**src/rtl/u712_pkg.sv**
```systemverilog
// Shared definitions for the U712 68000-to-local-bus bridge.
//   state_t      : bridge FSM states
//   SIZ_BYTE/WORD: local-bus SIZ encodings
//   strobe_size  : maps active-low UDS/LDS to {SIZ, A0}
package u712_pkg;

  typedef enum logic [2:0] {
    IDLE,
    STROBE,
    START,
    WAIT,
    ACK,
    RELEASE
  } state_t;

  localparam logic [1:0] SIZ_BYTE = 2'b01;
  localparam logic [1:0] SIZ_WORD = 2'b10;

  // Both strobes -> word at A0=0; UDS alone -> even byte; LDS alone -> odd byte.
  function automatic logic [2:0] strobe_size(input logic uds_n, input logic lds_n);
    if (!uds_n && !lds_n) return {SIZ_WORD, 1'b0};
    else if (!uds_n)      return {SIZ_BYTE, 1'b0};
    else                  return {SIZ_BYTE, 1'b1};
  endfunction

endpackage

```
**src/rtl/u712_sync2.sv**
```systemverilog
// Two-flop synchronizer for one asynchronous, active-low 68000 control input.
// Ports:
//   clk : sampling clock (rising edge)
//   rst : synchronous active-high reset; both flops reset to 1 (negated)
//   d   : asynchronous input
//   q   : synchronized output, two clock edges behind d
module u712_sync2 (
  input  logic clk,
  input  logic rst,
  input  logic d,
  output logic q
);

  logic meta;

  always_ff @(posedge clk) begin
    if (rst) begin
      meta <= 1'b1;
      q    <= 1'b1;
    end else begin
      meta <= d;
      q    <= meta;
    end
  end

endmodule

```
**src/rtl/u712_m68k_lbus_bridge.sv**
```systemverilog
// Responder-side bridge: accepts an asynchronous 68000 bus cycle from the
// chipset side and issues one local-bus transfer, returning DTACKn when the
// transfer is acknowledged by TACKn, or BERRn if TACKn never comes.
// Ports:
//   CLK80, RESET                 : clock, synchronous active-high reset
//   ASn, UDSn, LDSn, M_RnW       : asynchronous 68000 strobes / direction
//   M_D_IN / M_D_OUT, M_D_OE     : 68000 write data / read data and its enable
//   DTACKn, BERRn                : 68000 termination, active low
//   TSn, L_RnW, SIZ, A0, L_D_OUT : local-bus transfer request
//   L_D_IN, TACKn                : local-bus read data and acknowledge
//   BUSY                         : high whenever the bridge is not IDLE
// TIMEOUT: CLK80 cycles waited for TACKn (1..255) before BERRn.
module u712_m68k_lbus_bridge
  import u712_pkg::*;
#(
  parameter int unsigned TIMEOUT = 255
) (
  input  logic        CLK80,
  input  logic        RESET,
  input  logic        ASn,
  input  logic        UDSn,
  input  logic        LDSn,
  input  logic        M_RnW,
  input  logic [15:0] M_D_IN,
  output logic [15:0] M_D_OUT,
  output logic        M_D_OE,
  output logic        DTACKn,
  output logic        BERRn,
  output logic        TSn,
  output logic        L_RnW,
  output logic [1:0]  SIZ,
  output logic        A0,
  output logic [15:0] L_D_OUT,
  input  logic [15:0] L_D_IN,
  input  logic        TACKn,
  output logic        BUSY
);

  localparam logic [7:0] TMO_LAST = 8'(TIMEOUT - 1);

  logic s_as, s_uds, s_lds, s_rw;

  u712_sync2 u_sync_as  (.clk(CLK80), .rst(RESET), .d(ASn),   .q(s_as));
  u712_sync2 u_sync_uds (.clk(CLK80), .rst(RESET), .d(UDSn),  .q(s_uds));
  u712_sync2 u_sync_lds (.clk(CLK80), .rst(RESET), .d(LDSn),  .q(s_lds));
  u712_sync2 u_sync_rw  (.clk(CLK80), .rst(RESET), .d(M_RnW), .q(s_rw));

  state_t     state, state_nxt;
  logic [7:0] cnt;
  logic       latch_req, tack_hit, tmo_hit;
  logic       dtackn_nxt, berrn_nxt, m_d_oe_nxt;

  always_ff @(posedge CLK80) begin
    if (RESET) state <= IDLE;
    else       state <= state_nxt;
  end

  always_comb begin
    state_nxt = state;
    latch_req = 1'b0;
    tack_hit  = 1'b0;
    tmo_hit   = 1'b0;
    case (state)
      IDLE:    if (!s_as) state_nxt = STROBE;
      STROBE: begin
        // An address strobe that goes away before any data strobe aborts the cycle.
        if (s_as) begin
          state_nxt = IDLE;
        end else if (!s_uds || !s_lds) begin
          state_nxt = START;
          latch_req = 1'b1;
        end
      end
      START:   state_nxt = WAIT;
      WAIT: begin
        // TACKn is checked first so it wins on the timeout edge.
        if (!TACKn) begin
          state_nxt = ACK;
          tack_hit  = 1'b1;
        end else if (cnt == TMO_LAST) begin
          state_nxt = ACK;
          tmo_hit   = 1'b1;
        end
      end
      ACK:     if (s_as) state_nxt = RELEASE;
      RELEASE: state_nxt = IDLE;
      default: state_nxt = IDLE;
    endcase

    // 68000-side terminations are set on entry to ACK and held while there.
    dtackn_nxt = 1'b1;
    berrn_nxt  = 1'b1;
    m_d_oe_nxt = 1'b0;
    if (tack_hit) begin
      dtackn_nxt = 1'b0;
      m_d_oe_nxt = L_RnW;
    end else if (tmo_hit) begin
      berrn_nxt = 1'b0;
    end else if (state == ACK && state_nxt == ACK) begin
      dtackn_nxt = DTACKn;
      berrn_nxt  = BERRn;
      m_d_oe_nxt = M_D_OE;
    end
  end

  // Outputs are registered from the next state so they are glitch-free and
  // change on the same edge as the state they belong to.
  always_ff @(posedge CLK80) begin
    if (RESET) begin
      TSn     <= 1'b1;
      DTACKn  <= 1'b1;
      BERRn   <= 1'b1;
      M_D_OE  <= 1'b0;
      M_D_OUT <= '0;
      L_D_OUT <= '0;
      L_RnW   <= 1'b1;
      SIZ     <= 2'b00;
      A0      <= 1'b0;
      BUSY    <= 1'b0;
      cnt     <= '0;
    end else begin
      TSn    <= (state_nxt != START);
      BUSY   <= (state_nxt != IDLE);
      DTACKn <= dtackn_nxt;
      BERRn  <= berrn_nxt;
      M_D_OE <= m_d_oe_nxt;

      if (latch_req) begin
        L_RnW     <= s_rw;
        {SIZ, A0} <= strobe_size(s_uds, s_lds);
        if (!s_rw) L_D_OUT <= M_D_IN;
      end

      if (state == START)     cnt <= '0;
      else if (state == WAIT) cnt <= cnt + 8'd1;

      if (tack_hit && L_RnW) M_D_OUT <= L_D_IN;
    end
  end

endmodule

```
**config.mk**
```make
export PLATFORM = sky130hd
export DESIGN_NAME = u712_m68k_lbus_bridge
export DESIGN_NICKNAME = d
export VERILOG_FILES = /design/src/rtl/u712_pkg.sv /design/src/rtl/u712_sync2.sv /design/src/rtl/u712_m68k_lbus_bridge.sv
export SDC_FILE = /design/constraint.sdc
export NUM_CORES = 1
export LEC_CHECK = 0
export BUFFER_PORTS_ARGS = -buffer_cell sky130_fd_sc_hd__buf_4
export CAP_MARGIN = 25
export CELL_PAD_IN_SITES_DETAIL_PLACEMENT = 1
export CELL_PAD_IN_SITES_GLOBAL_PLACEMENT = 1
export CORE_ASPECT_RATIO = 1.5
export CORE_MARGIN = 1
export CORE_UTILIZATION = 37
export CTS_BUF_LIST = sky130_fd_sc_hd__clkbuf_2 sky130_fd_sc_hd__clkbuf_4 sky130_fd_sc_hd__clkbuf_8
export DETAILED_ROUTE_END_ITERATION = 7
export GPL_TIMING_DRIVEN = 0
export PLACE_DENSITY_LB_ADDON = 0.3
export SKIP_LAST_GASP = 1
export SYNTH_ARGS = -nofsm -noshare
export SYNTH_HDL_FRONTEND = slang
export SYNTH_SLANG_ARGS = --single-unit
```
**constraint.sdc**
```tcl
create_clock -name CLK80 -period 2.28 [get_ports CLK80]
set_input_delay 0.456 -clock CLK80 [delete_from_list [all_inputs] [get_ports CLK80]]
set_output_delay 0.456 -clock CLK80 [all_outputs]
set_load 0.03 [all_outputs]
```
-- After elaboration in Yosys (flattened, before gate mapping)
Cells that the tools add are included.
W data, S select, Z words.
- input port bits: 39
- word-level logic and storage cells: 66
- output and inout bits: 41
- register bits after elaboration: 60
- reduce and logical (&&, ||, !) cells: 11
- bitwise operators: 1
- add/sub/neg operators: 1
- eq/ne operators: 9
- mux-type cells: 24
- operator list (cell ; count):
    $mux W3 ; 7
    $mux W1 ; 16
    $pmux W3 S5 ; 1
    $add A8 B1 Y8 const B ; 1
    $eq A8 B8 Y1 const B ; 1
    $eq A3 B2 Y1 const B ; 2
    $eq A3 B3 Y1 const B ; 2
    $reduce_or A2 Y1 ; 2
    $eq A3 B1 Y1 const B ; 1
    $logic_and A1 B1 Y1 ; 3
    $logic_not A3 Y1 ; 1
    $ne A3 B2 Y1 const B ; 1
    $ne A3 B3 Y1 const B ; 1
    $reduce_bool A3 Y1 ; 1
    $logic_not A1 Y1 ; 2
    $ne A2 B2 Y1 const B ; 1
    $reduce_and A2 Y1 ; 1
    $logic_or A1 B1 Y1 ; 1
    $not A1 Y1 ; 1

-- Depth between registers and ports, before layout
Gate-level depths: netlist (run 1).
- depth after elaboration: 10
- gate-level depth with buffers: 7
- depth with buffers taken out: 6

-- Hierarchy
A second synthesis (run 1) with hierarchy kept.
- cell total of the unflattened synthesis: 258
- area, all modules: 2219.6 µm²
- by module, submodules not included (module ; cells an instance ; sequential area each (µm²) ; area each (µm²) ; times used):
    u712_m68k_lbus_bridge ; 242 ; 1041.0 ; 2009.4 ; 1
    u712_sync2 ; 4 ; 40.0 ; 52.6 ; 4

-- Worst setup path after synthesis (run 1)
OpenSTA, ideal clock, no wires.
- kind: flip-flop to flip-flop
- start point: reg state[2]
- end point: reg M_D_OUT[0]
- buffers on the path: 3
- stages on the path, launching flop included: 8
- path slack: 0.634 ns
- library setup time: 0.132 ns
- data required time: 2.148 ns
- arrival time: 1.514 ns
- clock period less this slack: 1.646 ns
- cells stage by stage: dfxtp_1 -> buf_6 -> nand3b_1 -> or3b_1 -> clkbuf_1 -> buf_2 -> nand2_1 -> a21oi_1
- cells in the longest elaborated chain, start to end: 3
- RTL lines (element ; line ; RTL):
    from (decl) ; u712_m68k_lbus_bridge.sv:48 ; state_t state, state_nxt;
    from (signal assigned) ; u712_m68k_lbus_bridge.sv:55 ; else state <= state_nxt;
    $eq A3 B2 Y1 ; u712_m68k_lbus_bridge.sv:63 ; case (state)
    $mux W1 ; u712_m68k_lbus_bridge.sv:63 ;
    $logic_and A1 B1 Y1 ; u712_m68k_lbus_bridge.sv:137 ; if (tack_hit && L_RnW) M_D_OUT <= L_D_IN;
    to (signal assigned) ; u712_m68k_lbus_bridge.sv:114 ; M_D_OUT <= '0;
    to (signal assigned) ; u712_m68k_lbus_bridge.sv:137 ;
    to (decl) ; u712_m68k_lbus_bridge.sv:25 ; output logic [15:0] M_D_OUT,
Every way passes these cells.
A chain may end at the register's enable or synchronous reset.

-- Worst setup path after layout (run 1)
- start point: reg state[2]
- end point: reg M_D_OUT[13]
The elaborated chain is that of the path after synthesis.

==> summary.txt, run 1 <==
DRC errors left: 0
Die Width: 65.3 um
P&R area growth vs syn: 40.5%
CP Data Arrival Time: 2.28 ns
Final Cell Area: 3120 um^2
first-pass GRT wire length: 9490 um
CTS H-tree depth: 3
Power Dens Cells: 711 nW/um^2
Distinct cells, synth: 33
# hold bufs at CTS: 0
Post-synth EDFFs: 0
Fin Clk Skew: 0.00711 ns
Ports: 80
Post-Route WL: 5980 um
GRT Residual Overflow: 0
initial antenna violation count: 0
TritonCTS clock tree: built
Finished Layout Cells: 424
placed cells: 409
layout cells sized above 1: 32.4%
Starting DRT DRC Count: 26
leakage dissipation: 1.25 nW
WP data required: 2.55 ns
DRT Pass-1 Iters: 4
DP Area: 2900 um^2
netlist area before placement: 2220 um^2
sequential-to-total area share from yosys stat: 54.0%
Post-synth ARST share: 0%
initial core utilization: 38.4%
top sig layer: met4
via count: 2120
Synthesized Nets: 300
Synth Warn #: 0
Die Footprint: 6330 um^2
endpoints failing setup: 0
CTS sink cnt: 60
Final HPWL DP: 4410 um
Max Cap Viol: 0
fmax: 498 MHz
Port Buffer Count: 78
Post-Syn Area per Cell: 8.58 um^2
crit path max fanout: 10
post-place setup slack: 0.287 ns
Fin. Hold Viols: 0
met1 wire length: 2270 um
Met2 Routed Length: 3330 um
CTS clock-pin slew for the worst setup and hold paths: 0.06 ns
# nets final: 389
Global Route Usage Sum: 20.2%
setup TNS after final layout: 0 ns
row count: 34
critical path type: reg -> reg
Max clock buf depth: 2
Die Height: 96.9 um
CORE AREA: 5790 um^2
Pwr Total: 2.22 mW
Setup crit end kind: flip-flop
fin crit share: 88.1%
Slew headroom: 59.3%
register bit total from synthesis: 60
CP Launch Type: flip-flop
RSZ-0062 raised after global routing: false
outcome: complete, no violations
via/cell ratio: 5.00
fin worst setup slack: 0.271 ns
post-route ant nets: 0
VDD IR-drop max: 0.000475 V
number of global-route vias before repair: 2165
Avg WL per Cell: 14.1 um
Post CTS Setup Buffer Count: 0
routability cong.: 0.763
Worst-Margin Slew: 0.609 ns
final max-slew violation count: 0
largest net degree at the start of global routing: 11
Layout Utilization: 54.0%
Tmin final: 2.01 ns
wire length on met3: 301 um
PostCTS Resize Cnt: 0
# diodes: 0
WHS: 0.293 ns
Post-synth top flop: dfxtp_1
clk_lat worst skew: 0.34 ns
TritonCTS Buffers: 9
worst hold path class: in -> reg
clk root buf: clkbuf_8
Syn Inst Count: 259
## cell type report
| cell class | count | area, um^2 |
|---|---|---|
| fillers | 741 | 2660 |
| multi-input cells | 181 | 932 |
| inverters | 4 | 15.0 |
| plain buffers | 14 | 75.1 |
| clock inverters | 4 | 72.6 |
| flip-flops and latches | 60 | 1200 |
| well taps | 72 | 90.1 |
| repair buffers | 78 | 586 |
| clock buffers | 11 | 151 |
## kinds of logic (layout without fill, tap and decap cells)
group | after synthesis | after routing | share of synthesized area (%)
compound gates | 58 | 58 | 14.0
xor+xnor | 4 | 4 | 1.58
fa+ha+maj | 2 | 2 | 1.13
buf+inv | 18 | 111 | 4.05
flops | 60 | 60 | 54.0
simple gates | 117 | 117 | 25.2
## synth_stat cells (all sizes together), types with 2 or more instances
cell type	n	area [um^2]
nand2	71	267
clkbuf	8	30.0
nor2	11	41.3
nand3b	2	15.0
nand3	4	20.0
ha	2	25.0
buf	6	45.0
o21ai	5	25.0
nand2b	2	12.5
or2	10	62.6
o21bai	3	22.5
xnor2	3	26.3
dfxtp	60	1200
or3	3	18.8
nor3	5	25.0
inv	4	15.0
nor3b	2	31.3
a21oi	46	230
or3b	2	17.5
## metal layers
metal	global-route usage (%)	up-vias
met1	19.5	1019
met3	6.84	8
li1	-	1042
met4	9.03	0
met5	0	-
met2	37.1	51
## power breakdown
group | internal, mW | leakage (nW) | switching [mW]
Sequential | 1.06 | 0.485 | 0.00438
Combinational | 0.0524 | 0.650 | 0.0374
Clock | 0.666 | 0.111 | 0.405
## cell usage in the layout, fill, tap and decap left out, types with 2 or more instances in the layout
cell,count
a21oi_1,46
buf_2,3
buf_4,79
buf_6,2
bufinv_16,2
clkbuf_1,8
clkbuf_8,11
dfxtp_1,60
ha_1,2
inv_1,4
nand2_1,71
nand2b_1,2
nand3_1,4
nand3b_1,2
nor2_1,11
nor3_1,5
o21ai_0,5
o21bai_1,3
or2_2,10
or3_1,3
xnor2_1,3
## final timing paths
check / start / to / slack (ns) / depth (start not counted)
setup / recovery: state[2]$_SDFF_PP0_ / M_D_OUT[13]$_SDFFE_PP0P_ / 0.27 / 6
hold / removal: ASn / u_sync_as.meta$_SDFF_PP1_ / 0.29 / 2
setup reg to reg: state[2]$_SDFF_PP0_ / M_D_OUT[13]$_SDFFE_PP0P_ / 0.27 / 6
hold reg to reg: u_sync_lds.meta$_SDFF_PP1_ / u_sync_lds.q$_SDFF_PP1_ / 0.41 / 1
## state kept, by name, indices dropped and copies added (netlist names), 2 cells and up
register / flops
L_D_OUT: 16
M_D_OUT: 16
cnt: 8
state: 3
SIZ: 2
## worst max-delay path, stage by stage, from the launching register on
cell      delay, ns
dfxtp_1        0.31
buf_6          0.13
nand3b_1       0.34
nor3b_2        0.61
buf_2          0.34
nand2_1        0.09
a21oi_1        0.12
(Power assumes the default switching activity.)
==> run 2, diff against run 1 <==
--- a/config.mk
+++ b/config.mk
@@ -5,13 +5,14 @@
 export SDC_FILE = /design/constraint.sdc
 export NUM_CORES = 1
 export LEC_CHECK = 0
+export ABC_AREA = 1
 export BUFFER_PORTS_ARGS = -buffer_cell sky130_fd_sc_hd__buf_4
 export CAP_MARGIN = 25
 export CELL_PAD_IN_SITES_DETAIL_PLACEMENT = 1
 export CELL_PAD_IN_SITES_GLOBAL_PLACEMENT = 1
 export CORE_ASPECT_RATIO = 1.5
 export CORE_MARGIN = 1
-export CORE_UTILIZATION = 37
+export CORE_UTILIZATION = 36
 export CTS_BUF_LIST = sky130_fd_sc_hd__clkbuf_2 sky130_fd_sc_hd__clkbuf_4 sky130_fd_sc_hd__clkbuf_8
 export DETAILED_ROUTE_END_ITERATION = 7
 export GPL_TIMING_DRIVEN = 0
==> summary.txt, run 2 <==
Post-synth ARST share: 0%
PostCTS Resize Cnt: 0
number of global-route vias before repair: 2208
CTS clock-pin slew for the worst setup and hold paths: 0.07 ns
Ports: 80
Global Route Usage Sum: 19.9%
fmax: 660 MHz
endpoints failing setup: 0
routability cong.: 0.787
sw power: 0.430 mW
Distinct cells, synth: 28
Fin Clk Skew: 0.00761 ns
RSZ-0062 raised after global routing: false
worst hold path class: in -> reg
clk_lat worst skew: 0.34 ns
Largest regs: L_D_OUT (16), M_D_OUT (16), cnt (8)
CTS sink cnt: 60
via/cell ratio: 4.80
Worst-Margin Slew: 0.513 ns
Pwr Total: 2.02 mW
row count: 34
TritonCTS clock tree: built
Die Width: 66.5 um
Seq pwr share: 52.4%
final max-slew violation count: 0
Pint: 1.59 mW
sw frac: 21.3%
Power Dens Cells: 650 nW/um^2
Post-synth top flop: dfxtp_1
register bit total from synthesis: 60
layout cells sized above 1: 30.2%
Post-synth EDFFs: 0
area share of the largest cell type after synthesis: 53.4%
top cells by area, synth: dfxtp_1, nor2_1, nand2_1
Die Footprint: 6580 um^2
netlist area before placement: 2250 um^2
sequential-to-total area share from yosys stat: 53.4%
most frequent cells in the layout: buf_4, dfxtp_1, nor2_1
r2r worst-path depth: 10
Slew headroom: 65.8%
GRT Residual Overflow: 0
# nets final: 412
# hold bufs at CTS: 0
largest net degree at the start of global routing: 11
top-count cell post-synth: dfxtp_1
Fin. Hold Viols: 0
hold path cells: 2
Post-Route WL: 5870 um
Combinational Power Share: 4.4%
crit path max fanout: 4
first-pass GRT wire length: 9820 um
Post-Syn Area per Cell: 8.01 um^2
# diodes: 0
setup TNS after final layout: 0 ns
Synth Warn #: 0
biggest area consumer among synthesized cells: dfxtp_1
Die Height: 98.8 um
top cells by count, synth: dfxtp_1, nor2_1, nand2_1
critical path type: reg -> reg
Max clock buf depth: 2
Port Buffer Count: 79
Layout fillers: 756
most common cell after layout, fill and taps aside: buf_4
initial core utilization: 38.0%
RR Endpoint: DTACKn$_SDFFE_PP1P_
Syn Inst Count: 281
Hold Path End: u_sync_rw.meta$_SDFF_PP1_
Clock power frac: 43.2%
CP Data Arrival Time: 1.79 ns
Synthesized Nets: 322
Max Cap Viol: 0
clk root buf: clkbuf_8
P&R area growth vs syn: 38.4%
via count: 2139
CP Launch Type: flip-flop
DRT Pass-1 Iters: 3
worst reg2reg startpoint: cnt[0]$_SDFFE_PP0P_
Setup crit end kind: flip-flop
leakage dissipation: 1.40 nW
initial antenna violation count: 0
post-route ant nets: 0
fin crit share: 66.4%
Post CTS Setup Buffer Count: 0
TritonCTS Buffers: 9
Tmin final: 1.51 ns
register area: 1200 um^2
Final HPWL DP: 4460 um
flop2flop setup slack: 0.77 ns
CTS H-tree depth: 3
outcome: complete, no violations
min-delay src: M_RnW
WP data required: 2.55 ns
VDD IR-drop max: 0.000448 V
area of the multi-input gates: 922 um^2
CORE AREA: 5910 um^2
DRC errors left: 0
Avg WL per Cell: 13.2 um
Starting DRT DRC Count: 81
-- run 2: changes by cell type after synthesis, sizes merged, moves of 4 or more --
cell,delta
inv,+15
o21ai,+19
nand3,+24
nor3,-4
a21oi,-20
nor2,+44
nand2,-31
-- run 2: routing by layer --
| metal | vias up | wire length, um | GRT usage, % |
|---|---|---|---|
| met1 | 971 | 2380 | 21.6 |
| met3 | 12 | 318 | 5.21 |
| met4 | 0 | 156 | 12.3 |
| met5 | - | 0 | 0 |
| met2 | 58 | 3020 | 33.3 |
| li1 | 1098 | - | - |
-- run 2: area by class of cell --
cell class	count	area share [%]
flip-flops and latches	60	38.6
multi-input cells	191	29.6
clock inverters	1	0.241
well taps	72	2.89
repair buffers	79	19.1
clock buffers	13	5.55
plain buffers	11	1.77
inverters	19	2.29
-- run 2: worst max path at each step --
stage | start | endpoint | slack [ns] | cells past startpoint
6_report | cnt[0]$_SDFFE_PP0P_ | DTACKn$_SDFFE_PP1P_ | 0.77 | 10
5_1_grt | cnt[0]$_SDFFE_PP0P_ | DTACKn$_SDFFE_PP1P_ | 0.54 | 9
4_1_cts | state[1]$_SDFF_PP0_ | M_D_OUT[13]$_SDFFE_PP0P_ | 0.75 | 6
3_5_place_dp | RESET | M_D_OUT[0]$_SDFFE_PP0P_ | 0.73 | 4
3_3_place_gp | RESET | state[0]$_SDFF_PP0_ | 0.74 | 4
2_1_floorplan | L_RnW$_SDFFE_PP1P_ | M_D_OUT[15]$_SDFFE_PP0P_ | 0.90 | 4
-- run 2: worst max-delay path: stages (launching register included) --
cell and delay [ns]:
dfxtp_1 0.34, inv_1 0.08, ha_1 0.15, inv_1 0.06, nor2_1 0.12, nand2_1 0.08, nand2_1 0.14, nand2_1 0.07
nor2_1 0.22, nand3_1 0.12, nand3_1 0.09
-- run 2: cell families (layout without fill, tap and decap cells) --
group,after synthesis,in the layout,share of synthesized area [%]
buffers and inverters,30,123,5.62
AND/OR/NAND/NOR,136,136,27.6
adder cells (fa/ha/maj),2,2,1.11
flip-flops,60,60,53.4
AO/OA/AOI/OAI,53,53,12.2
-- run 2: power groups by stage --
stage / Clock, mW / Sequential [mW] / Combinational, mW
after detailed placement: 0 / 1.08 / 0.0903
after floorplan: 0 / 1.08 / 0.0259
after CTS: 0.899 / 1.06 / 0.0906
after global routing: 0.928 / 1.06 / 0.0977
after global placement: 0 / 1.08 / 0.0888
final: 0.873 / 1.06 / 0.0893
-- run 2: stage by stage --
| step | setup slack, ns | std cells | cell area (um^2) | hold slack (ns) | utilization (%) |
|---|---|---|---|---|---|
| 6_report | 0.766 | 446 | 3110 | 0.302 | 52.6 |
| 2_1_floorplan | 0.901 | 281 | 2250 | 0.389 | - |
| 3_5_place_dp | 0.727 | 432 | 2930 | 0.398 | 49.6 |
| 5_1_grt | 0.541 | 446 | 3110 | 0.297 | 52.6 |
| 4_1_cts | 0.753 | 446 | 3110 | 0.285 | 52.6 |
| 3_3_place_gp | 0.739 | 432 | 2930 | 0.396 | 49.6 |
